[src/rtl/bcd_pkg.sv]
// Shared types and constants for the binary-to-BCD converter.
// Holds the converter FSM encoding and the BCD accumulator geometry.
package bcd_pkg;

  typedef enum logic [0:0] {
    IDLE = 1'b0,
    CONV = 1'b1
  } state_t;

  localparam int          NUM_DIGITS = 4;
  localparam int unsigned BCD_MAX    = 9999;
  localparam int          ACC_W      = 16;

endpackage

[src/rtl/bcd_add3.sv]
// Double-dabble nibble correction: a BCD digit of 5 or more gets +3
// so the following left shift carries cleanly into the next decade.
module bcd_add3 (
  input  logic [3:0] din,
  output logic [3:0] dout
);

  always_comb begin
    dout = (din >= 4'd5) ? din + 4'd3 : din;
  end

endmodule

[src/rtl/module_bin_bcd.sv]
// Sequential binary-to-BCD converter (shift-and-add-3), one bit per cycle.
// Optional input saturation to 9999 with an ovf flag is built when BCD_SAT_EN is defined.
module module_bin_bcd
  import bcd_pkg::*;
#(
  parameter int BIN_W = 14
) (
  input  logic             clk,
  input  logic             rst,
  input  logic [BIN_W-1:0] bin_in,
  input  logic             start,
  output logic             busy,
  output logic             listo,
  output logic [3:0]       unidades,
  output logic [3:0]       decenas,
  output logic [3:0]       centenas,
  output logic [3:0]       millares,
  output logic             ovf
);

  localparam int SR_W = ACC_W + BIN_W;

  state_t            state;
  logic [SR_W-1:0]   sr;
  logic [SR_W-1:0]   sr_next;
  logic [ACC_W-1:0]  corrected;
  logic [3:0]        cnt;
  logic [BIN_W-1:0]  load_val;

  // The accumulator sits above the binary operand in one shift register;
  // each accumulator nibble is corrected before the whole word shifts.
  for (genvar g = 0; g < NUM_DIGITS; g++) begin : g_add3
    bcd_add3 u_add3 (
      .din  (sr[BIN_W + 4*g +: 4]),
      .dout (corrected[4*g +: 4])
    );
  end

  assign sr_next = {corrected, sr[BIN_W-1:0]} << 1;
  assign busy    = (state == CONV);

`ifdef BCD_SAT_EN
  logic sat_hit;
  logic sat_pend;

  assign sat_hit  = (32'(bin_in) > BCD_MAX);
  assign load_val = sat_hit ? BIN_W'(BCD_MAX) : bin_in;

  // ovf is captured at acceptance and published together with listo
  always_ff @(posedge clk or posedge rst) begin
    if (rst) begin
      sat_pend <= 1'b0;
      ovf      <= 1'b0;
    end else begin
      if (state == IDLE && start) begin
        sat_pend <= sat_hit;
      end
      if (state == CONV && cnt == 4'd1) begin
        ovf <= sat_pend;
      end
    end
  end
`else
  assign load_val = bin_in;
  assign ovf      = 1'b0;
`endif

  always_ff @(posedge clk or posedge rst) begin
    if (rst) begin
      state    <= IDLE;
      sr       <= '0;
      cnt      <= '0;
      listo    <= 1'b0;
      unidades <= 4'd0;
      decenas  <= 4'd0;
      centenas <= 4'd0;
      millares <= 4'd0;
    end else begin
      listo <= 1'b0;
      case (state)
        IDLE: begin
          if (start) begin
            sr    <= {{ACC_W{1'b0}}, load_val};
            cnt   <= 4'(BIN_W);
            state <= CONV;
          end
        end
        CONV: begin
          sr  <= sr_next;
          cnt <= cnt - 4'd1;
          // Digits only move on the final iteration so the display never sees partial sums
          if (cnt == 4'd1) begin
            {millares, centenas, decenas, unidades} <= sr_next[SR_W-1 -: ACC_W];
            listo <= 1'b1;
            state <= IDLE;
          end
        end
        default: state <= IDLE;
      endcase
    end
  end

endmodule

[config.mk]
export PLATFORM = sky130hd
export DESIGN_NAME = module_bin_bcd
export DESIGN_NICKNAME = d
export VERILOG_FILES = /design/src/rtl/bcd_pkg.sv /design/src/rtl/bcd_add3.sv /design/src/rtl/module_bin_bcd.sv
export SDC_FILE = /design/constraint.sdc
export NUM_CORES = 1
export LEC_CHECK = 0
export BUFFER_PORTS_ARGS = -buffer_cell sky130_fd_sc_hd__buf_2
export CELL_PAD_IN_SITES_DETAIL_PLACEMENT = 2
export CELL_PAD_IN_SITES_GLOBAL_PLACEMENT = 2
export CORE_MARGIN = 1
export CORE_UTILIZATION = 25
export CTS_CLUSTER_SIZE = 14
export DETAILED_ROUTE_END_ITERATION = 12
export GPL_ROUTABILITY_DRIVEN = 1
export PLACE_DENSITY_LB_ADDON = 0.1
export SLEW_MARGIN = 20
export SYNTH_ARGS = -nofsm -noshare
export SYNTH_HDL_FRONTEND = slang
export SYNTH_SLANG_ARGS = --single-unit
[constraint.sdc]
create_clock -name clk -period 1.4 [get_ports clk]
set_input_delay 0.21 -clock clk [delete_from_list [all_inputs] [get_ports clk]]
set_output_delay 0.21 -clock clk [all_outputs]
set_load 0.005 [all_outputs]
Word-level counts from Yosys, hierarchy flattened
Cells that the tools add are included.
{ "word_totals": {"ff_bits": 52, "elab_cells": 34} }
{ "classes": {"muxes": 13, "magnitude_cmp": 4, "addsub": 5, "n_bitwise": 1, "reduce_logical": 1, "n_eq_ne": 2} }
{ "op_table": {"columns": ["op", "n"], "rows": [
  ["$pmux 30 s2", 1],
  ["$mux 30", 1],
  ["$ge 4x3->1 const B", 4],
  ["$mux 4", 4],
  ["$add 4x2->4 const B", 3],
  ["$pmux 4 s2", 1],
  ["$eq 4x1->1 const B", 1],
  ["$mux 1", 4],
  ["$sub 4x1->4 const B", 1],
  ["$add 3x2->3 const B", 1],
  ["$mux 3", 1],
  ["$ne 2x2->1 const B", 1],
  ["$pmux 1 s2", 1],
  ["$reduce_and 2->1", 1],
  ["$not 1->1", 1]
]} }

Depth between registers and ports, before layout
{ "depth": {"word_depth": 3, "ltp_mapped": 8, "mapped_depth_nobuf": 6} }

Cells and area by module
From an unflattened synthesis, not the netlist that was laid out.
{ "hier_totals": {"cells_unflattened": 236, "area_unflattened_um2": 2571.2} }
{ "by_module_without_submodules": {"columns": ["module", "area_each_um2", "n_inst", "seq_area_each_um2", "cells_per_inst"], "rows": [
  ["module_bin_bcd", 2165.8, 1, 1301.2, 172],
  ["bcd_add3", 101.3, 4, 0.0, 16]
]} }

Worst setup path before layout
Ideal clock, no wire load.
{ "synth_path": {"path_kind": "reg2reg", "from": "register sr[14]", "to": "register unidades[2]", "arrival_ns": 1.447, "stages_incl_launch_ff": 7, "slack_ns": -0.130, "required_time_ns": 1.317, "setup_time_ns": 0.083, "cell_sequence": "dfrtp_1 > inv_1 > ha_1 > nand2b_1 > a21oi_1 > mux2_2 > o21ai_0"} }
{ "synth_between": {"elab_chain_len": 2, "elab_cells_between_ends": 3} }
{ "synth_rtl": {"columns": ["element", "line_no", "source"], "rows": [
  ["start, declared", "module_bin_bcd.sv:24", "logic [SR_W-1:0] sr;"],
  ["start signal, assigned", "module_bin_bcd.sv:83", "sr <= {{ACC_W{1'b0}}, load_val};"],
  ["start signal, assigned", "module_bin_bcd.sv:89", "sr <= sr_next;"],
  ["$add 4x2->4 / $ge 4x3->1 (equally long branches)", "bcd_add3.sv:9", "dout = (din >= 4'd5) ? din + 4'd3 : din;"],
  ["$mux 4 *", "bcd_add3.sv:9", null],
  ["end signal, assigned", "module_bin_bcd.sv:93", "{millares, centenas, decenas, unidades} <= sr_next[SR_W-1 -: ACC_W];"],
  ["end, declared", "module_bin_bcd.sv:14", "output logic [3:0] unidades,"]
]} }
Every way passes the cells marked *; elsewhere a longest branch is shown, timed or not.
A chain may end at the register's enable or synchronous reset.

Final worst setup path
{ "layout_path": {"from": "register sr[18]", "to": "register decenas[2]"} }
{ "layout_between": {"elab_chain_len": 2, "elab_cells_between_ends": 3} }
{ "layout_rtl": {"columns": ["element", "line_no", "source"], "rows": [
  ["$add 4x2->4 / $ge 4x3->1 (equally long branches)", "bcd_add3.sv:9", null],
  ["$mux 4 *", "bcd_add3.sv:9", null],
  ["end signal, assigned", "module_bin_bcd.sv:93", null],
  ["end, declared", "module_bin_bcd.sv:15", "output logic [3:0] decenas,"]
]} }
Marked as above.

==> results.ini <==
[outcome]
run_status=finished, violations left
violations=setup timing

[grt]
grt.overflow.total=0
grt_pass1_vias=2055
grt_max_degree=29
grt_util_all_layers_pct=12.49
grt_pass1_wl_mm=10.67
antenna_found_initial=0

[final_layout]
drive_gt1_share_pct=41.31
seqCellArea_um2=1303
fill_cells=1054
num-nets-final=331
finish.utilization_pct=35.20
finalNonFillerCells=438
area_growth_syn_to_layout_pct=34.64
num_antenna_cells=0
multi_input_area_um2=1355

[floorplanning]
fp.dieW_um=103.6
initial_core_util_pct=26.14
io_pins=36
core_area_um2=9864
die-area_um2=10720
rows=36
dieHeight_um=103.6

[pwr]
power_density_nw_per_um2=2220
peakVddDrop_uv=574.9
leakagePower_nw=1.642
p_total_mw=7.709

[cts]
clkTransAtPathRegs_ns=0.10
clkSinkCount=52
cts_buffer_depth=2
cts_max_level=2
numCtsBuffers=5
cts_tree=done
clk_latency_ns=0.31
clock-root-buffer=clkbuf_8

[detailed_routing]
vias_per_cell=4.425
wl_per_cell_um=14.89
drt-initial-drc-count=26
ant_nets=0
drt_pre_antenna_iters=4
drt_wl_total_mm=6.524
drc=0
vias=1938

[synth]
syn_nets=266
synth.distinct_cells=30
ys_seq_area_share_pct=50.46
synth-seq-cells=52
ys_warn_count=0
netlist_area_um2=2579
syn_inst=239
syn_area_per_cell_um2=10.79

[timing]
rsz0062_at_grt=true
period_share_pct=103.8
setup_viol=7
drv_slew=0
skew_ns=0.006364
fmax_ghz=0.6882
fin_hold_ws_ns=0.1570
hold_violations=0
fin_crit_ns=1.453
layout_setup_ws_ns=-0.05307

[placement]
dp_hpwl_mm=4.498
dp_slack_ns=-0.1142
port_buffers=34
gp_congestion=0.6793
placedCellCount=420

[critical_path]
crit_arrival_ns=1.71
r2r_setup_slack_ns=-0.05
critPathLaunchType=flop
cp_slowest_stage_delay_ns=0.43
required_ns=1.66
critical_path_class=flop to flop
path_max_fanout=4
crit_chain=ha_2 -> nand2b_4 -> a21oi_4 -> mux2i_2 -> mux2_4
crit_path_end_kind=flop
cp_slowest_cell=dfrtp_1

[run]
drv_cap=0

[hold_path]
hold_class=input pin to flop

[path summary, 6_finish.rpt]
check / from / end / cells past startpoint
worst min-delay path: bin_in[0] / sr[0]$_DFFE_PP0P_ / 3
worst max-delay path: sr[18]$_DFFE_PP0P_ / decenas[2]$_DFFE_PP0P_ / 5
worst min register to register: decenas[0]$_DFFE_PP0P_ / decenas[0]$_DFFE_PP0P_ / 2
min in group asynchronous: rst / sr[10]$_DFFE_PP0P_ / 3
max in group asynchronous: rst / busy$_DFF_PP0_ / 4
worst max register to register: sr[18]$_DFFE_PP0P_ / decenas[2]$_DFFE_PP0P_ / 5
[power breakdown]
part	total [mW]	switching (mW)	internal, mW
combinational	4.05	1.81	2.25
sequential	2.73	0.588	2.15
clock	0.923	0.520	0.404
[synth_stat cells (all sizes together)]
master	n	share of area, %
a32o	1	0.39
a21o	7	2.0
a21oi	13	3.0
inv	13	2.0
mux2	8	4.2
nor2	6	0.87
clkbuf	2	0.29
buf	12	3.5
o31ai	1	0.29
xnor2	4	1.4
a31oi	2	0.49
nand2	29	4.2
or3	1	0.24
nand2b	11	2.7
ha	10	4.9
nor3b	10	2.9
nand3	1	0.19
nor3	4	0.78
conb	1	0.15
mux2i	24	9.3
o22a	1	0.34
nand4bb	1	0.63
dfrtp	52	50
o21ai	25	4.9
[metrics by stage]
| stage | cell area (µm²) | TNS (ns) |
|---|---|---|
| global route | 3472 | -1.119 |
| global placement | 3078 | -0.5124 |
| floorplan | 2603 | -0.08159 |
| finish | 3472 | -0.1650 |
| CTS | 3383 | -0.2165 |
| detailed placement | 3078 | -0.9387 |
[layout by cell type, fill, tap and decap left out, types with 2 or more instances in the layout]
cell        instances
xnor2_1             3
a21oi_1             8
nor2_1              6
nor3_1              4
nand2_1            29
nand2b_1            7
inv_2               9
o21ai_0            21
inv_1               2
buf_4              32
mux2i_2             3
nor3b_1             8
a21oi_4             4
clkbuf_8            6
a31oi_1             2
dfrtp_1            51
buf_6               3
ha_4                7
nor3b_2             2
a21o_1              7
mux2_4              7
buf_2              34
buf_12              2
clkinvlp_4          2
o21ai_2             2
nand2b_4            4
mux2i_1            21
ha_2                2
[repair_timing]
item                                   CTS  global route
pin swaps                                6             5
setup endpoints to repair               19            23
hold buffers                             1             0
buffers inserted                         7             2
resized for setup                       33            18
endpoints found under the hold margin   13             0
[layer usage]
metal	GRT usage (%)	up-vias	part of all wire, %
li1	-	935	-
met1	16.91	972	47
met2	20.33	25	49
met3	2.140	6	2.5
met4	3.727	0	1.1
met5	0	-	0
[registers in the layout (all words and copies together), names as in the netlist]
signal    flops
busy          1
millares      4
sr           30
unidades      4
cnt           4
listo         1
decenas       4
centenas      4
[cell families (layout without fill, tap and decap cells)]
family / after synthesis / after routing / synth area share, %
AND/OR/NAND/NOR: 63 / 63 / 12.52
XOR/XNOR: 4 / 4 / 1.358
multiplexers: 32 / 32 / 13.54
AO/OA/AOI/OAI: 50 / 50 / 11.35
buffers and inverters: 27 / 93 / 5.774
adder cells (fa/ha/maj): 10 / 10 / 4.852
other: 1 / 1 / 0.1454
flip-flops: 52 / 52 / 50.46
[area by class of cell]
| type | instances | share of cell area [%] |
|---|---|---|
| clock buffer | 7 | 2.486 |
| timing repair buffer | 72 | 14.23 |
| sequential | 52 | 37.51 |
| inverter | 13 | 1.730 |
| multi-input combinational | 160 | 39.03 |
| clock inverter | 1 | 0.2162 |
| tap | 133 | 4.793 |
[worst max-delay path: cells and delay by family (launching register included)]
family,cells,cell delay [ns]
multiplexers,2,0.46
flip-flops,1,0.43
adder cells (fa/ha/maj),1,0.19
AO/OA/AOI/OAI,1,0.18
AND/OR/NAND/NOR,1,0.14
(Power assumes the default switching activity.)
